**src/rtl/mem_arb_pkg.sv**
```systemverilog
//------------------------------------------------------------------------------
// mem_arb_pkg : shared types and constants for the I/D memory arbiter
// Revision    : 1.0
//------------------------------------------------------------------------------
`default_nettype none

package mem_arb_pkg;

   typedef enum logic [1:0] {
      ST_IDLE  = 2'd0,
      ST_ISSUE = 2'd1,
      ST_WAIT  = 2'd2,
      ST_RESP  = 2'd3
   } state_t;

   localparam logic OWN_I = 1'b0;
   localparam logic OWN_D = 1'b1;

   localparam int DEF_TIMEOUT    = 31;
   localparam int DEF_STARVE_MAX = 3;

endpackage

`default_nettype wire

```
**src/rtl/mem_arbiter_if.sv**
```systemverilog
//------------------------------------------------------------------------------
// mem_arbiter_if : I-side, D-side, memory and status signals of the arbiter
// Revision       : 1.0
//------------------------------------------------------------------------------
`default_nettype none

interface mem_arbiter_if;

   logic        i_req;
   logic [15:0] i_addr;
   logic        i_done;
   logic        i_err;
   logic [15:0] i_rdata;

   logic        d_req;
   logic        d_wr;
   logic [15:0] d_addr;
   logic [15:0] d_wdata;
   logic        d_done;
   logic        d_err;
   logic [15:0] d_rdata;

   logic        mem_en;
   logic        mem_wr;
   logic [15:0] mem_addr;
   logic [15:0] mem_wdata;
   logic        mem_stall;
   logic        mem_done;
   logic [15:0] mem_rdata;

   logic        busy;
   logic        owner;

   // slave: the arbiter; master: the caches plus memory around it
   modport slave (
      input  i_req, i_addr, d_req, d_wr, d_addr, d_wdata,
             mem_stall, mem_done, mem_rdata,
      output i_done, i_err, i_rdata, d_done, d_err, d_rdata,
             mem_en, mem_wr, mem_addr, mem_wdata, busy, owner
   );

   modport master (
      output i_req, i_addr, d_req, d_wr, d_addr, d_wdata,
             mem_stall, mem_done, mem_rdata,
      input  i_done, i_err, i_rdata, d_done, d_err, d_rdata,
             mem_en, mem_wr, mem_addr, mem_wdata, busy, owner
   );

endinterface

`default_nettype wire

```
**src/rtl/mem_arb_timer.sv**
```systemverilog
//------------------------------------------------------------------------------
// mem_arb_timer : WAIT-state timeout counter, tc marks the TIMEOUT-th cycle
// Revision      : 1.0
//------------------------------------------------------------------------------
`default_nettype none

module mem_arb_timer
   import mem_arb_pkg::*;
#(
   parameter int TIMEOUT = DEF_TIMEOUT
) (
   input  logic clk,
   input  logic rst,
   input  logic clear,
   input  logic en,
   output logic tc
);

   localparam int CW = (TIMEOUT > 1) ? $clog2(TIMEOUT) : 1;

   logic [CW-1:0] r_count;

   always_ff @(posedge clk) begin
      if (rst || clear) begin
         r_count <= '0;
      end else if (en) begin
         r_count <= r_count + CW'(1);
      end
   end

   // Count starts at 0 on the first enabled cycle, so TIMEOUT-1 is the last one
   assign tc = (r_count == CW'(TIMEOUT - 1));

endmodule

`default_nettype wire

```
**src/rtl/mem_arbiter.sv**
```systemverilog
//------------------------------------------------------------------------------
// mem_arbiter : single-outstanding arbiter of I/D cache requests onto memory
// Revision    : 1.0
//------------------------------------------------------------------------------
`default_nettype none

module mem_arbiter
   import mem_arb_pkg::*;
#(
   parameter int TIMEOUT    = DEF_TIMEOUT,
   parameter int STARVE_MAX = DEF_STARVE_MAX
) (
   input  logic         clk,
   input  logic         rst,
   mem_arbiter_if.slave bus
);

   localparam int SW = (STARVE_MAX > 0) ? $clog2(STARVE_MAX + 1) : 1;

   state_t        r_state;
   state_t        w_next;
   logic          r_owner;
   logic          r_wr;
   logic          r_err;
   logic [15:0]   r_addr;
   logic [15:0]   r_wdata;
   logic [15:0]   r_i_rdata;
   logic [15:0]   r_d_rdata;
   logic [SW-1:0] r_starve;
   logic          w_grant;
   logic          w_grant_d;
   logic          w_starved;
   logic          w_tc;
   logic          w_in_wait;
   logic          w_timer_clr;
   logic          w_resp;

   assign w_in_wait   = (r_state == ST_WAIT);
   assign w_timer_clr = !w_in_wait;
   assign w_resp      = (r_state == ST_RESP);
   assign w_starved   = (r_starve == SW'(STARVE_MAX));

   mem_arb_timer #(
      .TIMEOUT (TIMEOUT)
   ) u_timer (
      .clk   (clk),
      .rst   (rst),
      .clear (w_timer_clr),
      .en    (w_in_wait),
      .tc    (w_tc)
   );

   always_ff @(posedge clk) begin
      if (rst) begin
         r_state <= ST_IDLE;
      end else begin
         r_state <= w_next;
      end
   end

   always_comb begin
      w_next    = r_state;
      w_grant   = 1'b0;
      w_grant_d = 1'b0;
      case (r_state)
         ST_IDLE: begin
            if (bus.i_req || bus.d_req) begin
               w_grant   = 1'b1;
               // D has priority unless I has been passed over STARVE_MAX times
               w_grant_d = bus.d_req && !(bus.i_req && w_starved);
               w_next    = ST_ISSUE;
            end
         end
         ST_ISSUE: begin
            if (!bus.mem_stall) begin
               w_next = ST_WAIT;
            end
         end
         ST_WAIT: begin
            if (bus.mem_done || w_tc) begin
               w_next = ST_RESP;
            end
         end
         ST_RESP: begin
            w_next = ST_IDLE;
         end
         default: begin
            w_next = ST_IDLE;
         end
      endcase
   end

   always_ff @(posedge clk) begin
      if (rst) begin
         r_owner   <= OWN_I;
         r_wr      <= 1'b0;
         r_err     <= 1'b0;
         r_addr    <= '0;
         r_wdata   <= '0;
         r_i_rdata <= '0;
         r_d_rdata <= '0;
         r_starve  <= '0;
      end else begin
         if (w_grant) begin
            r_owner <= w_grant_d ? OWN_D : OWN_I;
            r_err   <= 1'b0;
            if (w_grant_d) begin
               r_addr  <= bus.d_addr;
               r_wr    <= bus.d_wr;
               r_wdata <= bus.d_wdata;
            end else begin
               r_addr  <= bus.i_addr;
               r_wr    <= 1'b0;
               r_wdata <= '0;
            end
            if (w_grant_d && bus.i_req) begin
               if (!w_starved) begin
                  r_starve <= r_starve + SW'(1);
               end
            end else begin
               r_starve <= '0;
            end
         end
         // mem_done wins over a coinciding timeout
         if (w_in_wait) begin
            if (bus.mem_done) begin
               if (!r_wr) begin
                  if (r_owner == OWN_D) begin
                     r_d_rdata <= bus.mem_rdata;
                  end else begin
                     r_i_rdata <= bus.mem_rdata;
                  end
               end
            end else if (w_tc) begin
               r_err <= 1'b1;
            end
         end
      end
   end

   assign bus.mem_en    = (r_state == ST_ISSUE);
   assign bus.mem_wr    = r_wr;
   assign bus.mem_addr  = r_addr;
   assign bus.mem_wdata = r_wdata;
   assign bus.busy      = (r_state != ST_IDLE);
   assign bus.owner     = r_owner;
   assign bus.i_done    = w_resp && (r_owner == OWN_I);
   assign bus.i_err     = w_resp && (r_owner == OWN_I) && r_err;
   assign bus.i_rdata   = r_i_rdata;
   assign bus.d_done    = w_resp && (r_owner == OWN_D);
   assign bus.d_err     = w_resp && (r_owner == OWN_D) && r_err;
   assign bus.d_rdata   = r_d_rdata;

endmodule

`default_nettype wire

```
**src/flat_wrapper.sv**
```systemverilog
// flat-port wrapper written by rule: the top's interface ports become plain ports
module mem_arbiter_flat import mem_arb_pkg::*;
#(
   parameter int TIMEOUT    = DEF_TIMEOUT,
   parameter int STARVE_MAX = DEF_STARVE_MAX
)
  (clk, rst, bus_i_req, bus_i_addr, bus_d_req, bus_d_wr, bus_d_addr, bus_d_wdata, bus_mem_stall, bus_mem_done, bus_mem_rdata, bus_i_done, bus_i_err, bus_i_rdata, bus_d_done, bus_d_err, bus_d_rdata, bus_mem_en, bus_mem_wr, bus_mem_addr, bus_mem_wdata, bus_busy, bus_owner);
  mem_arbiter_if bus_i ();
  input  logic clk;
  input  logic rst;
  input wire logic [$bits(bus_i.i_req)-1:0] bus_i_req;
  input wire logic [$bits(bus_i.i_addr)-1:0] bus_i_addr;
  input wire logic [$bits(bus_i.d_req)-1:0] bus_d_req;
  input wire logic [$bits(bus_i.d_wr)-1:0] bus_d_wr;
  input wire logic [$bits(bus_i.d_addr)-1:0] bus_d_addr;
  input wire logic [$bits(bus_i.d_wdata)-1:0] bus_d_wdata;
  input wire logic [$bits(bus_i.mem_stall)-1:0] bus_mem_stall;
  input wire logic [$bits(bus_i.mem_done)-1:0] bus_mem_done;
  input wire logic [$bits(bus_i.mem_rdata)-1:0] bus_mem_rdata;
  output wire logic [$bits(bus_i.i_done)-1:0] bus_i_done;
  output wire logic [$bits(bus_i.i_err)-1:0] bus_i_err;
  output wire logic [$bits(bus_i.i_rdata)-1:0] bus_i_rdata;
  output wire logic [$bits(bus_i.d_done)-1:0] bus_d_done;
  output wire logic [$bits(bus_i.d_err)-1:0] bus_d_err;
  output wire logic [$bits(bus_i.d_rdata)-1:0] bus_d_rdata;
  output wire logic [$bits(bus_i.mem_en)-1:0] bus_mem_en;
  output wire logic [$bits(bus_i.mem_wr)-1:0] bus_mem_wr;
  output wire logic [$bits(bus_i.mem_addr)-1:0] bus_mem_addr;
  output wire logic [$bits(bus_i.mem_wdata)-1:0] bus_mem_wdata;
  output wire logic [$bits(bus_i.busy)-1:0] bus_busy;
  output wire logic [$bits(bus_i.owner)-1:0] bus_owner;
  assign bus_i.i_req = bus_i_req;
  assign bus_i.i_addr = bus_i_addr;
  assign bus_i.d_req = bus_d_req;
  assign bus_i.d_wr = bus_d_wr;
  assign bus_i.d_addr = bus_d_addr;
  assign bus_i.d_wdata = bus_d_wdata;
  assign bus_i.mem_stall = bus_mem_stall;
  assign bus_i.mem_done = bus_mem_done;
  assign bus_i.mem_rdata = bus_mem_rdata;
  assign bus_i_done = bus_i.i_done;
  assign bus_i_err = bus_i.i_err;
  assign bus_i_rdata = bus_i.i_rdata;
  assign bus_d_done = bus_i.d_done;
  assign bus_d_err = bus_i.d_err;
  assign bus_d_rdata = bus_i.d_rdata;
  assign bus_mem_en = bus_i.mem_en;
  assign bus_mem_wr = bus_i.mem_wr;
  assign bus_mem_addr = bus_i.mem_addr;
  assign bus_mem_wdata = bus_i.mem_wdata;
  assign bus_busy = bus_i.busy;
  assign bus_owner = bus_i.owner;
  mem_arbiter #(.TIMEOUT(TIMEOUT), .STARVE_MAX(STARVE_MAX)) u_core (.clk(clk), .rst(rst), .bus(bus_i));
endmodule
```
**config.mk**
```make
export PLATFORM = sky130hd
export DESIGN_NAME = mem_arbiter_flat
export DESIGN_NICKNAME = d
export VERILOG_FILES = /design/src/rtl/mem_arb_pkg.sv /design/src/rtl/mem_arbiter_if.sv /design/src/rtl/mem_arb_timer.sv /design/src/rtl/mem_arbiter.sv /design/src/flat_wrapper.sv
export SDC_FILE = /design/constraint.sdc
export NUM_CORES = 1
export LEC_CHECK = 0
export CAP_MARGIN = 25
export CORE_ASPECT_RATIO = 0.6
export CORE_MARGIN = 2
export CORE_UTILIZATION = 35
export CTS_CLUSTER_DIAMETER = 80
export CTS_CLUSTER_SIZE = 8
export DETAILED_ROUTE_END_ITERATION = 16
export PLACE_DENSITY = 0.8
export SETUP_SLACK_MARGIN = 0.5
export SYNTH_ARGS = -nofsm -noshare
export SYNTH_HDL_FRONTEND = slang
export SYNTH_SLANG_ARGS = --single-unit
```
**constraint.sdc**
```tcl
create_clock -name clk -period 1.5 [get_ports clk]
set_input_delay 0.3 -clock clk [delete_from_list [all_inputs] [get_ports clk]]
set_output_delay 0.3 -clock clk [all_outputs]
set_load 0.01 [all_outputs]
```
==> metrics.txt, run 1 <==
area grow syn2layout 103%; initial antenna violation count 0; Die Wd 124 um; vias in the first global route 3345; hpwl dp 6600 um; Die Area 9480 um2; global-route wire length before repair 16500 um; Final Instance Count excl. Fillers 664; Synth top area share 50.0%; Max Slew Vio Count 0; Core Area 8490 um2; commonest cells after routing, fill and taps aside buf_6 (83), clkdlybuf4s50_1 (68), dfxtp_2 (59), nand2_1 (45), buf_4 (36); Power Density 1530 nW/um2; root buffer cell clkbuf_16; CTS tree done; Syn Nets 436; leading area contributor after synthesis dfxtp_1; dpl cells 603; DR DRC count 0; iteration count of the initial detailed-routing pass 4; Overflow after GRT 0; Nets 625; H-Tree Depth 3; number of max-cap violations 0; Final period util 107%; Clock power frac 22.5%; post-route setup slack -109 ps; worst-skew pair later-pin latency 330 ps; DR iter-0 viols 173; Ports 143; crit path max fanout 8; Clock Path Buffers 2; diode count 0; setup tns final -1550 ps; clk_skew 7.88 ps; Crit Path Class reg -> reg; routed len/inst 18.3 um; leak pwr 2.40 nW; Vias 3489; power share of the sequential group 28.8%; Slew headroom 69.4%; post-route ant nets 0; die span in y 76.2 um; fmax 622 MHz; Combinational Power Share 48.7%; Final Wtd Congestion 0.748; internal power 6.23 mW; worst vdd ir 0.000936 V; status complete, but fails checks; Global Route Usage Sum 21.6%; RSZ-0062 raised after global routing yes; Placement Rows 26; switch share 34.1%; Mapped Area 3040 um2; Seq cells post-synth 76; Worst Setup Start Kind flip-flop; commonest non-fill, non-tap cell in the layout buf_6; I/O Buffers 142; Hold Crit Class in -> reg; Vias per Instance 5.25; Post-DP Area 4760 um2; clock transition at the registers of the reported paths 60 ps; Synth cell types 37; Worst Setup End Kind flip-flop; largest net degree at the start of global routing 39; Seq/Total Area, Yosys 50.0%; warnings from Yosys 0; clock sink count 76; cell count after synthesis 358; Worst Path Required 1750 ps; clock buffer count from CTS 9; Finish-stage setup viols 42; CP arrival 1860 ps; WHS 327 ps; initial core utilization 35.9%; failing checks setup timing; measured slew at the worst slew-check pin 458 ps; reported net switching power 3.23 mW; fillers 548; DRT Wirelength 12100 um; fin area 6190 um2; minimum clock period 1610 ps; final core utilization 72.9%; top post-synthesis cells by area dfxtp_1 (50%), nand2_1 (8.6%), a21oi_1 (5.8%); layout cell share with drive strength beyond 1 57.8%; Mean Syn Cell Area 8.50 um2; Final Hold Violating Endpoints 0
## cell usage after synthesis (all sizes together)
library cell,instances
a211oi,1
dfxtp,76
o21ai,17
nor3,1
a32oi,17
and4b,1
nor2b,2
a311oi,16
nand4b,2
a22oi,1
inv,4
buf,16
clkbuf,14
nor2,41
and4bb,1
nand3,18
nand2b,3
a221o,1
nand2,70
ha,7
mux2i,1
a21oi,35
and2,4
o21a,1
or3b,1
nand4bb,1
xor2,2
and3,1
xnor2,1
nand4,2
## layer usage
metal	global-route usage (%)	vias to the layer above	share of wire, %	routed length (um)
met5	0	-	0	0
met4	7.08	0	2.2	272
met3	6.60	28	7.5	913
met2	36.9	153	48	5870
met1	26.0	1662	42	5070
li1	-	1646	-	-
## sequential cells by signal (all words and copies together) (netlist names)
name	flops
u_core.u_timer.r_count	5
u_core.r_err	1
u_core.r_starve	2
u_core.bus.mem_wr	1
u_core.bus.mem_addr	16
u_core.bus.d_rdata	16
u_core.bus.i_rdata	16
u_core.bus.owner	1
u_core.bus.mem_wdata	16
u_core.r_state	2
## repair_timing
item,in CTS,in global routing
setup endpoints to repair,148,148
gates resized for setup,450,127
hold buffers,0,0
pin swaps,5,43
cloned,2,9
buffers inserted,6,28
## final cells by class
| cell class | count | area (um2) | share of cell area [%] |
|---|---|---|---|
| Timing Repair Buffer | 205 | 2210 | 35.8 |
| Multi-Input combinational cell | 251 | 1890 | 30.6 |
| Sequential cell | 76 | 1630 | 26.3 |
| Clock buffer | 10 | 229 | 3.70 |
| Tap cell | 112 | 140 | 2.26 |
| Clock inverter | 6 | 63.8 | 1.03 |
| Inverter | 4 | 20.0 | 0.323 |
## cell families after synthesis
| logic type | synth area share, % |
|---|---|
| mux | 0.329 |
| flops | 50.0 |
| compound gates | 19.1 |
| fa+ha+maj | 2.88 |
| buf+inv | 5.55 |
| xor+xnor | 0.863 |
| simple gates | 21.3 |
## final timing paths
path | startpoint | end | slack, ps | depth (start not counted)
hold / removal | rst | u_core.bus.mem_wdata[11] | 330 | 2
setup / recovery | u_core.r_state[1] | u_core.bus.d_rdata[15] | -110 | 8
hold reg to reg | u_core.bus.d_rdata[9] | u_core.bus.d_rdata[9] | 460 | 2
setup reg to reg | u_core.r_state[1] | u_core.bus.d_rdata[15] | -110 | 8
## critical path: stages, from the launching register on
cell and delay, ps:
dfxtp_4 350, buf_6 120, buf_6 110, ha_4 170, buf_6 110, nand4b_1 190, buf_6 240, nand2_2 60
a21oi_1 150
## power by group through the flow
stage	Clock (mW)	Sequential [mW]	Combinational [mW]
floorplan	0	2.70	1.38
global placement	0	2.56	2.70
detailed placement	0	2.57	2.78
CTS	2.17	2.67	3.18
global route	2.26	2.76	4.84
finish	2.13	2.72	4.61
## through the flow
step	worst slack (ps)	power [mW]
2_1_floorplan	193	4.08
3_3_place_gp	-111	5.26
3_5_place_dp	-169	5.35
4_1_cts	-73.4	8.02
5_1_grt	-180	9.86
6_report	-109	9.46
No activity file was read; power rests on OpenSTA's default activity.
==> run 2: changes to the inputs <==
--- a/config.mk
+++ b/config.mk
@@ -14,6 +14,7 @@
 export DETAILED_ROUTE_END_ITERATION = 16
 export PLACE_DENSITY = 0.8
 export SETUP_SLACK_MARGIN = 0.5
+export SLEW_MARGIN = 10
 export SYNTH_ARGS = -nofsm -noshare
 export SYNTH_HDL_FRONTEND = slang
 export SYNTH_SLANG_ARGS = --single-unit
==> results of run 2 <==
Final layout, timing and power as in run 1 (identical DEF).
